<file path="src/rtl/sw_pkg.sv">
// Shared defaults for the switch conditioning slice: channel count,
// debounce lengths, per-channel debounce state encoding and counter width rule.
package sw_pkg;

    localparam int unsigned N_SW_DEF     = 4;
    localparam int unsigned DEBOUNCE_DEF = 250000;
    localparam int unsigned DEBOUNCE_SIM = 4;

    typedef enum logic {
        ST_STABLE   = 1'b0,
        ST_COUNTING = 1'b1
    } sw_state_t;

    // Counter must be able to hold DEBOUNCE_CYCLES itself.
    function automatic int unsigned cnt_width(int unsigned d);
        return $clog2(d + 1);
    endfunction

endpackage

</file>
<file path="src/rtl/sw_conditioner_if.sv">
// Switch bundle between the raw switch source (master) and the conditioner (slave).
interface sw_conditioner_if
    import sw_pkg::*;
#(
    parameter int unsigned N_SW = N_SW_DEF
) ();

    logic [N_SW-1:0]         sw_raw;
    logic [N_SW-1:0]         sw_clean;
    logic [N_SW-1:0]         sw_rise;
    logic                    sw_onehot;
    logic [$clog2(N_SW)-1:0] sw_code;

    modport master (
        output sw_raw,
        input  sw_clean, sw_rise, sw_onehot, sw_code
    );

    modport slave (
        input  sw_raw,
        output sw_clean, sw_rise, sw_onehot, sw_code
    );

endinterface

</file>
<file path="src/rtl/sw_debounce_ch.sv">
// One switch channel: 2-flop synchronizer, bounded debounce counter and clean level.
// rise_raw flags the edge at which clean is about to go 0->1.
module sw_debounce_ch
    import sw_pkg::*;
#(
    parameter int unsigned DEBOUNCE_CYCLES = DEBOUNCE_DEF
) (
    input  logic clk,
    input  logic reset,
    input  logic raw,
    output logic clean,
    output logic rise_raw
);

    localparam int unsigned CW = cnt_width(DEBOUNCE_CYCLES);

    logic          sync1;
    logic          sync2;
    logic [CW-1:0] cnt;
    logic          done;
    sw_state_t     state;

    assign done     = (32'(cnt) + 32'd1) >= DEBOUNCE_CYCLES;
    assign rise_raw = sync2 & ~clean & done;

    always_ff @(posedge clk or negedge reset) begin
        if (!reset) begin
            sync1 <= 1'b0;
            sync2 <= 1'b0;
            cnt   <= '0;
            clean <= 1'b0;
            state <= ST_STABLE;
        end else begin
            sync1 <= raw;
            sync2 <= sync1;
            case (state)
                ST_STABLE: begin
                    if (sync2 != clean) begin
                        // A one-cycle debounce accepts on the first mismatch.
                        if (done) begin
                            clean <= ~clean;
                        end else begin
                            cnt   <= CW'(1);
                            state <= ST_COUNTING;
                        end
                    end
                end
                ST_COUNTING: begin
                    if (sync2 == clean) begin
                        cnt   <= '0;
                        state <= ST_STABLE;
                    end else if (done) begin
                        clean <= ~clean;
                        cnt   <= '0;
                        state <= ST_STABLE;
                    end else begin
                        cnt <= cnt + CW'(1);
                    end
                end
                default: begin
                    cnt   <= '0;
                    state <= ST_STABLE;
                end
            endcase
        end
    end

endmodule

</file>
<file path="src/rtl/sw_conditioner.sv">
// Switch conditioner top: per-channel debounce, rise strobes and one-hot decode.
// Define SW_ONEHOT_GATE_EN to suppress rise strobes unless the clean levels are one-hot.
module sw_conditioner
    import sw_pkg::*;
#(
    parameter int unsigned N_SW            = N_SW_DEF,
    parameter int unsigned DEBOUNCE_CYCLES = DEBOUNCE_DEF
) (
    input  logic           clk,
    input  logic           reset,
    sw_conditioner_if.slave sw
);

    localparam int unsigned CODE_W = $clog2(N_SW);

    logic [N_SW-1:0]   clean_v;
    logic [N_SW-1:0]   rise_raw_v;
    logic [N_SW-1:0]   rise_q;
    logic              onehot;
    logic [CODE_W-1:0] code;

    for (genvar g = 0; g < N_SW; g++) begin : g_ch
        sw_debounce_ch #(
            .DEBOUNCE_CYCLES(DEBOUNCE_CYCLES)
        ) u_ch (
            .clk     (clk),
            .reset   (reset),
            .raw     (sw.sw_raw[g]),
            .clean   (clean_v[g]),
            .rise_raw(rise_raw_v[g])
        );
    end

    assign onehot = (clean_v != '0) && ((clean_v & (clean_v - N_SW'(1))) == '0);

    always_comb begin
        code = '0;
        for (int unsigned i = 0; i < N_SW; i++) begin
            if (onehot && clean_v[i]) begin
                code = CODE_W'(i);
            end
        end
    end

    always_ff @(posedge clk or negedge reset) begin
        if (!reset) begin
            rise_q <= '0;
        end else begin
            rise_q <= rise_raw_v;
        end
    end

    assign sw.sw_clean  = clean_v;
    assign sw.sw_onehot = onehot;
    assign sw.sw_code   = code;

`ifdef SW_ONEHOT_GATE_EN
    // rise_q lines up with the cycle in which the updated clean levels are visible,
    // so the one-hot decode of those levels masks it directly.
    assign sw.sw_rise = rise_q & {N_SW{onehot}};
`else
    assign sw.sw_rise = rise_q;
`endif

endmodule

</file>
<file path="src/flat_wrapper.sv">
// flat-port wrapper written by rule: the top's interface ports become plain ports
module sw_conditioner_flat import sw_pkg::*;
#(
    parameter int unsigned N_SW            = N_SW_DEF,
    parameter int unsigned DEBOUNCE_CYCLES = DEBOUNCE_DEF
)
  (clk, reset, sw_sw_raw, sw_sw_clean, sw_sw_rise, sw_sw_onehot, sw_sw_code);
  sw_conditioner_if #(.N_SW(N_SW)) sw_i ();
  input  logic clk;
  input  logic reset;
  input wire logic [$bits(sw_i.sw_raw)-1:0] sw_sw_raw;
  output wire logic [$bits(sw_i.sw_clean)-1:0] sw_sw_clean;
  output wire logic [$bits(sw_i.sw_rise)-1:0] sw_sw_rise;
  output wire logic [$bits(sw_i.sw_onehot)-1:0] sw_sw_onehot;
  output wire logic [$bits(sw_i.sw_code)-1:0] sw_sw_code;
  assign sw_i.sw_raw = sw_sw_raw;
  assign sw_sw_clean = sw_i.sw_clean;
  assign sw_sw_rise = sw_i.sw_rise;
  assign sw_sw_onehot = sw_i.sw_onehot;
  assign sw_sw_code = sw_i.sw_code;
  sw_conditioner #(.N_SW(N_SW), .DEBOUNCE_CYCLES(DEBOUNCE_CYCLES)) u_core (.clk(clk), .reset(reset), .sw(sw_i));
endmodule
</file>
<file path="config.mk">
export PLATFORM = sky130hd
export DESIGN_NAME = sw_conditioner_flat
export DESIGN_NICKNAME = d
export VERILOG_FILES = /design/src/rtl/sw_pkg.sv /design/src/rtl/sw_conditioner_if.sv /design/src/rtl/sw_debounce_ch.sv /design/src/rtl/sw_conditioner.sv /design/src/flat_wrapper.sv
export SDC_FILE = /design/constraint.sdc
export NUM_CORES = 1
export LEC_CHECK = 0
export CORE_ASPECT_RATIO = 1.75
export CORE_MARGIN = 8
export CORE_UTILIZATION = 35
export DETAILED_ROUTE_END_ITERATION = 16
export PLACE_DENSITY = 0.6
export SLEW_MARGIN = 15
export SYNTH_ARGS = -nofsm -noshare
export SYNTH_HDL_FRONTEND = slang
export SYNTH_SLANG_ARGS = --single-unit
</file>
<file path="constraint.sdc">
create_clock -name clk -period 3.1 [get_ports clk]
set_input_delay 0.775 -clock clk [delete_from_list [all_inputs] [get_ports clk]]
set_output_delay 0.775 -clock clk [all_outputs]
set_load 0.02 [all_outputs]
</file>
---- Word level (Yosys, flattened, before mapping) ----
Index checks and enable logic that the tools add are counted.
storage, ports and cells
  logic and storage cells ................. 140
  input port bits ......................... 6
  output and inout bits ................... 11
  register bits ........................... 92
cells by class
  reduce and logical (&&, ||, !) cells .... 14
  bitwise operators ....................... 17
  order comparisons ....................... 4
  eq/ne operators ......................... 20
  muxes and demuxes ....................... 55
  $add $sub $neg .......................... 9
operator list
  operator                                                count
  2-to-1 mux 18 bit                                       16
  case mux 18 bit (2 select lines)                        4
  >= comparator 32 x 18 -> 1 bit (second input constant)  4
  adder 18 x 1 -> 19 bit (second input constant)          4
  adder 18 x 1 -> 18 bit (second input constant)          4
  2-to-1 mux 1 bit                                        25
  inequality test 2 bit (second input constant)           12
  case mux 1 bit (2 select lines)                         8
  AND reduction 2 bit                                     8
  AND 1 bit                                               8
  inverter 1 bit                                          8
  AND 4 bit                                               1
  == test 1 bit                                           4
  logical AND 1 bit                                       4
  zero test 4 bit                                         1
  2-to-1 mux 2 bit                                        2
  inequality test 1 bit                                   4
  nonzero test 4 bit                                      1
  subtractor 4 x 1 -> 4 bit (second input constant)       1

---- Logic depth before layout (Yosys ltp) ----
  word-level depth ........................ 8
  gate-level depth with buffers ........... 12
  gate-level depth less buffers ........... 9

---- Hierarchy ----
From an unflattened synthesis, not the netlist that was laid out.
second synthesis, totals
  cell total of the unflattened synthesis .. 723
  area, all modules ....................... 6,337.3 sq um
by module, submodules not included
  module          cells an instance  area each (sq um)  instances
  sw_debounce_ch  178                1,545.2            4
  sw_conditioner  11                 156.4              1

---- Least setup slack after synthesis ----
OpenSTA, ideal clock, no wires.
  path type ............................... register -> register
  start point ............................. register u_core.g_ch[3].u_ch.cnt[0]
  end point ............................... register u_core.g_ch[3].u_ch.cnt[7]
  period minus slack after synthesis ...... 2,657 ps
  slack ................................... 443 ps
  path buffers ............................ 1
  cell stages (with the launch flop) ...... 11
  arrival time ............................ 2,533 ps
  cells stage by stage .................... dfrtp_1 > ha_1 > nand3_1 > nor4_2 > nand2_1 > xor2_1 > a2111oi_4 > a21oi_1 > clkbuf_1 > and3_1 > a211o_1
between the ends
  word-level cells in the longest chain between the ends .. 5
  elaborated cells on any way between the ends .. 8
  those cells by class .................... 2 x add/sub; 1 x order compare; 1 x eq/ne; 3 x mux; 1 x reduce/logical
RTL lines
  what                              line                  text
  start, declared                   sw_debounce_ch.sv:19  logic [CW-1:0] cnt;
  start signal, assigned            sw_debounce_ch.sv:57  cnt <= cnt + CW'(1);
  adder 18 x 1 -> 19 bit            sw_debounce_ch.sv:23  assign done = (32'(cnt) + 32'd1) >= DEBOUNCE_CYCLES;
  >= comparator 32 x 18 -> 1 bit    sw_debounce_ch.sv:23
  2-to-1 mux 18 bit                 sw_debounce_ch.sv:52  end else if (done) begin
  2-to-1 mux 18 bit                 sw_debounce_ch.sv:49  if (sync2 == clean) begin
  case mux 18 bit (2 select lines)  sw_debounce_ch.sv:36  case (state)
Parallel ways exist; a longest one is shown, timed or not.
A chain may end at the register's enable or synchronous reset.

---- Final worst setup path ----
  start point ............................. register u_core.g_ch[1].u_ch.cnt[0]
  end point ............................... register u_core.g_ch[1].u_ch.cnt[15]
between the ends
  word-level cells in the longest chain between the ends .. 5
  elaborated cells on any way between the ends .. 8
  those cells by class .................... 2 x add/sub; 1 x order compare; 1 x eq/ne; 3 x mux; 1 x reduce/logical
RTL lines
  what                              line
  start, declared                   sw_debounce_ch.sv:19
  start signal, assigned            sw_debounce_ch.sv:57
  adder 18 x 1 -> 19 bit            sw_debounce_ch.sv:23
  >= comparator 32 x 18 -> 1 bit    sw_debounce_ch.sv:23
  2-to-1 mux 18 bit                 sw_debounce_ch.sv:52
  2-to-1 mux 18 bit                 sw_debounce_ch.sv:49
  case mux 18 bit (2 select lines)  sw_debounce_ch.sv:36
Parallel ways exist; a longest one is shown, timed or not.

==> results.py <==
metrics = {
    "status": {
        "status": "finished clean",
    },
    "global_routing": {
        "grt_pass1_wl_mm": 23.96,
        "grt.overflow.total": 0,
        "grt_max_degree": 54,
        "antenna_found_initial": 0,
        "grt_pass1_vias": 5206,
        "grt_usage_pct": 13.57,
    },
    "synthesis": {
        "synthArstFlopShare_pct": 100.0,
        "netlist_area_um2": 5898,
        "synth_warnings": 0,
        "synth_commonest_cells": "dfrtp_1, o21ai_0, nor2_1",
        "synth_most_common_cell": "dfrtp_1",
        "syn_avg_cell_area_um2": 8.661,
        "yosys-top-cells-area": "dfrtp_1, o21ai_0, nor2_1",
        "yosys.area.top_type": "dfrtp_1",
        "synthFlopType": "dfrtp_1",
        "syn_inst": 681,
        "synth_top_area_share_pct": 39.03,
        "yosysSeqAreaShare_pct": 39.03,
        "synth_edf_count": 0,
        "syn_nets": 699,
        "yosys_register_bits": 92,
        "yosysUniqueCellTypes": 70,
    },
    "timing": {
        "rsz0062_at_grt": "false",
        "drv_slew": 0,
        "tns_ns": 0,
        "min_period_ns": 2.880,
        "timing_hold_violations_final": 0,
        "tightest_slew_ns": 0.5474,
        "relSlewSlack_pct": 63.51,
        "fmaxAchievable_ghz": 0.3473,
        "period_share_pct": 92.89,
        "fin_ws_ns": 0.2203,
        "setup_viol": 0,
        "clock_skew_ns": 0.004899,
        "timing.hold.ws_ns": 0.3574,
    },
    "route": {
        "routedWlPerCell_um": 14.70,
        "ant_nets": 0,
        "drt_iter0_drc": 354,
        "wirelength_mm": 13.55,
        "viasPerCell": 5.538,
        "drtPass1Iterations": 5,
        "route.detailed.drc": 0,
        "num_vias": 5106,
    },
    "die": {
        "die_x_um": 114.1,
        "start_util_pct": 35.30,
        "die_h_um": 187.7,
        "coreArea_um2": 16710,
        "die_area_um2": 21430,
        "pin_count": 17,
        "fp-row-count": 63,
    },
    "clock_network": {
        "cts_root_buf": "clkbuf_16",
        "cts_tree": "yes",
        "cts.sinks": 92,
        "htree_levels": 3,
        "cts-buffers-inserted": 9,
        "clk-insertion-delay-late_ns": 0.35,
        "path_clk_slew_ns": 0.07,
        "clock_path_buffers": 2,
    },
    "layout": {
        "area_growth_pct": 12.43,
        "num-nets-final": 708,
        "seqCellArea_um2": 2302,
        "n_fill_cell": 1670,
        "drive_above_1_share_pct": 9.353,
        "antennaDiodeCount": 0,
        "multi_input_area_um2": 3267,
        "final_cells": 922,
    },
    "pwr": {
        "p_leak_nw": 2.727,
        "ir_drop_v": 0.0002670,
        "power.density_nw_per_um2": 372.3,
    },
    "critical_path": {
        "start_kind": "flip-flop",
        "r2r_start": "u_core.g_ch[1].u_ch.cnt[0]",
        "rrSetupSlack_ns": 0.22,
        "ff2ff_path_depth": 10,
        "required_ns": 3.33,
        "path_max_fanout": 14,
        "criticalPathCategory": "reg -> reg",
        "critPathLaunch": "u_core.g_ch[1].u_ch.cnt[0]",
        "cp-end-kind": "flip-flop",
        "critPathArrivalTime_ns": 3.11,
    },
    "placed_design": {
        "routabilityCongestion": 0.8725,
        "post-dp-hpwl_mm": 9.743,
        "post-place-ws_ns": 0.001342,
        "place_inst": 905,
        "io_buffer_count": 16,
    },
    "flow_run": {
        "maxCapViolCount": 0,
    },
    "hold_path": {
        "hold_depth": 0,
        "min_path_type": "reg -> reg",
        "min_from": "u_core.g_ch[2].u_ch.sync1",
    },
}
-- metrics by stage --
| stage | power, mW | util (%) | instance area (um^2) |
|---|---|---|---|
| floorplan | 1.362 | - | 5898 |
| global placement | 1.431 | 37.85 | 6325 |
| detailed placement | 1.440 | 37.85 | 6325 |
| CTS | 2.497 | 39.50 | 6600 |
| global route | 2.567 | 39.68 | 6631 |
| finish | 2.469 | 39.68 | 6631 |
-- layout make-up --
type / instances / area share, %
Clock inverter: 3 / 0.3396
Timing Repair Buffer: 39 / 5.358
Tap cell: 227 / 4.283
Inverter: 40 / 2.264
Clock buffer: 13 / 3.774
Sequential cell: 92 / 34.72
Multi-Input combinational cell: 508 / 49.26
-- final timing paths --
check / end
hold / removal: u_core.g_ch[2].u_ch.sync2
max in group asynchronous: u_core.sw.sw_rise[2]
hold reg to reg: u_core.g_ch[2].u_ch.sync2
min in group asynchronous: u_core.g_ch[0].u_ch.cnt[9]
setup / recovery: u_core.g_ch[1].u_ch.cnt[15]
setup reg to reg: u_core.g_ch[1].u_ch.cnt[15]
-- worst max-delay path: stages, from the launching register on --
cell and delay (ns):
dfrtp_1 0.46, ha_1 0.24, nand3_1 0.22, or4_1 0.54, a211oi_1 0.24, nor2_1 0.06
o21ai_1 0.22, a211oi_2 0.14, buf_4 0.20, and3_1 0.17, a221o_1 0.26
-- cell usage in the layout (no fill, tap or decap), types with 4 or more instances in the layout --
cell             synthesis  layout
a22o_1                   5       5
a21oi_1                 26      26
and2_1                  10      10
a21o_1                   6       6
buf_4                    5      22
a21boi_0                 6       6
nor2b_1                  6       6
clkbuf_16                0       9
inv_1                   40      40
nand2_1                 40      40
clkdlybuf4s50_1          0      15
nor3_1                  20      20
o21ai_0                 67      67
mux2i_1                  4       4
and4_1                   4       4
xor2_1                   4       4
nand3_1                 40      40
nand2b_1                 9       9
o31ai_1                  7       7
a211o_1                  8       8
nor4_1                  17      16
a31oi_1                  7       7
o211ai_1                 6       6
nor2_1                  56      55
and3_1                  22      22
or3_1                    9       9
xnor2_1                 16      16
nor3b_1                  5       5
a221o_1                  9       9
a211oi_1                 7       6
ha_1                    12      12
nand4_1                 24      24
dfrtp_1                 92      92
-- timing repair --
item | 4_1_cts | 5_1_grt
pin swaps | 0 | 1
hold buffers | 0 | 0
endpoints found under the setup margin | 4 | 22
setup buffers | 0 | 1
gates resized for setup | 1 | 2
-- cell families (layout without fill, tap and decap cells) --
kind of cell,count (synthesis),count (layout),share of synthesized area (%)
adder cells (fa/ha/maj),12,12,2.546
multiplexers,7,7,1.252
flip-flops,92,92,39.03
AND/OR/NAND/NOR,288,288,27.98
XOR/XNOR,20,20,2.970
buffers and inverters,81,95,5.897
AO/OA/AOI/OAI,181,181,20.32
-- power breakdown --
part	internal (mW)	switching (mW)	total, mW
clock network	0.567	0.484	1.05
registers	1.23	0.0321	1.26
logic	0.0618	0.0975	0.159
total	1.85	0.614	2.47
-- metal layers --
metal,GRT usage [%],wire length [um],share of wire [%],up-vias
li1,-,-,-,2512
met1,14.34,5593,41,2513
met2,24.79,7316,54,65
met3,2.512,347,2.6,16
met4,6.801,294,2.2,0
met5,0,0,0,-
-- registers in the layout, indices dropped and copies added (netlist names) --
name	cells
u_core.g_ch.u_ch.sync1	4
u_core.g_ch.u_ch.clean	4
u_core.sw.sw_rise	4
u_core.g_ch.u_ch.state	4
u_core.g_ch.u_ch.sync2	4
u_core.g_ch.u_ch.cnt	72
(Power assumes the default switching activity.)
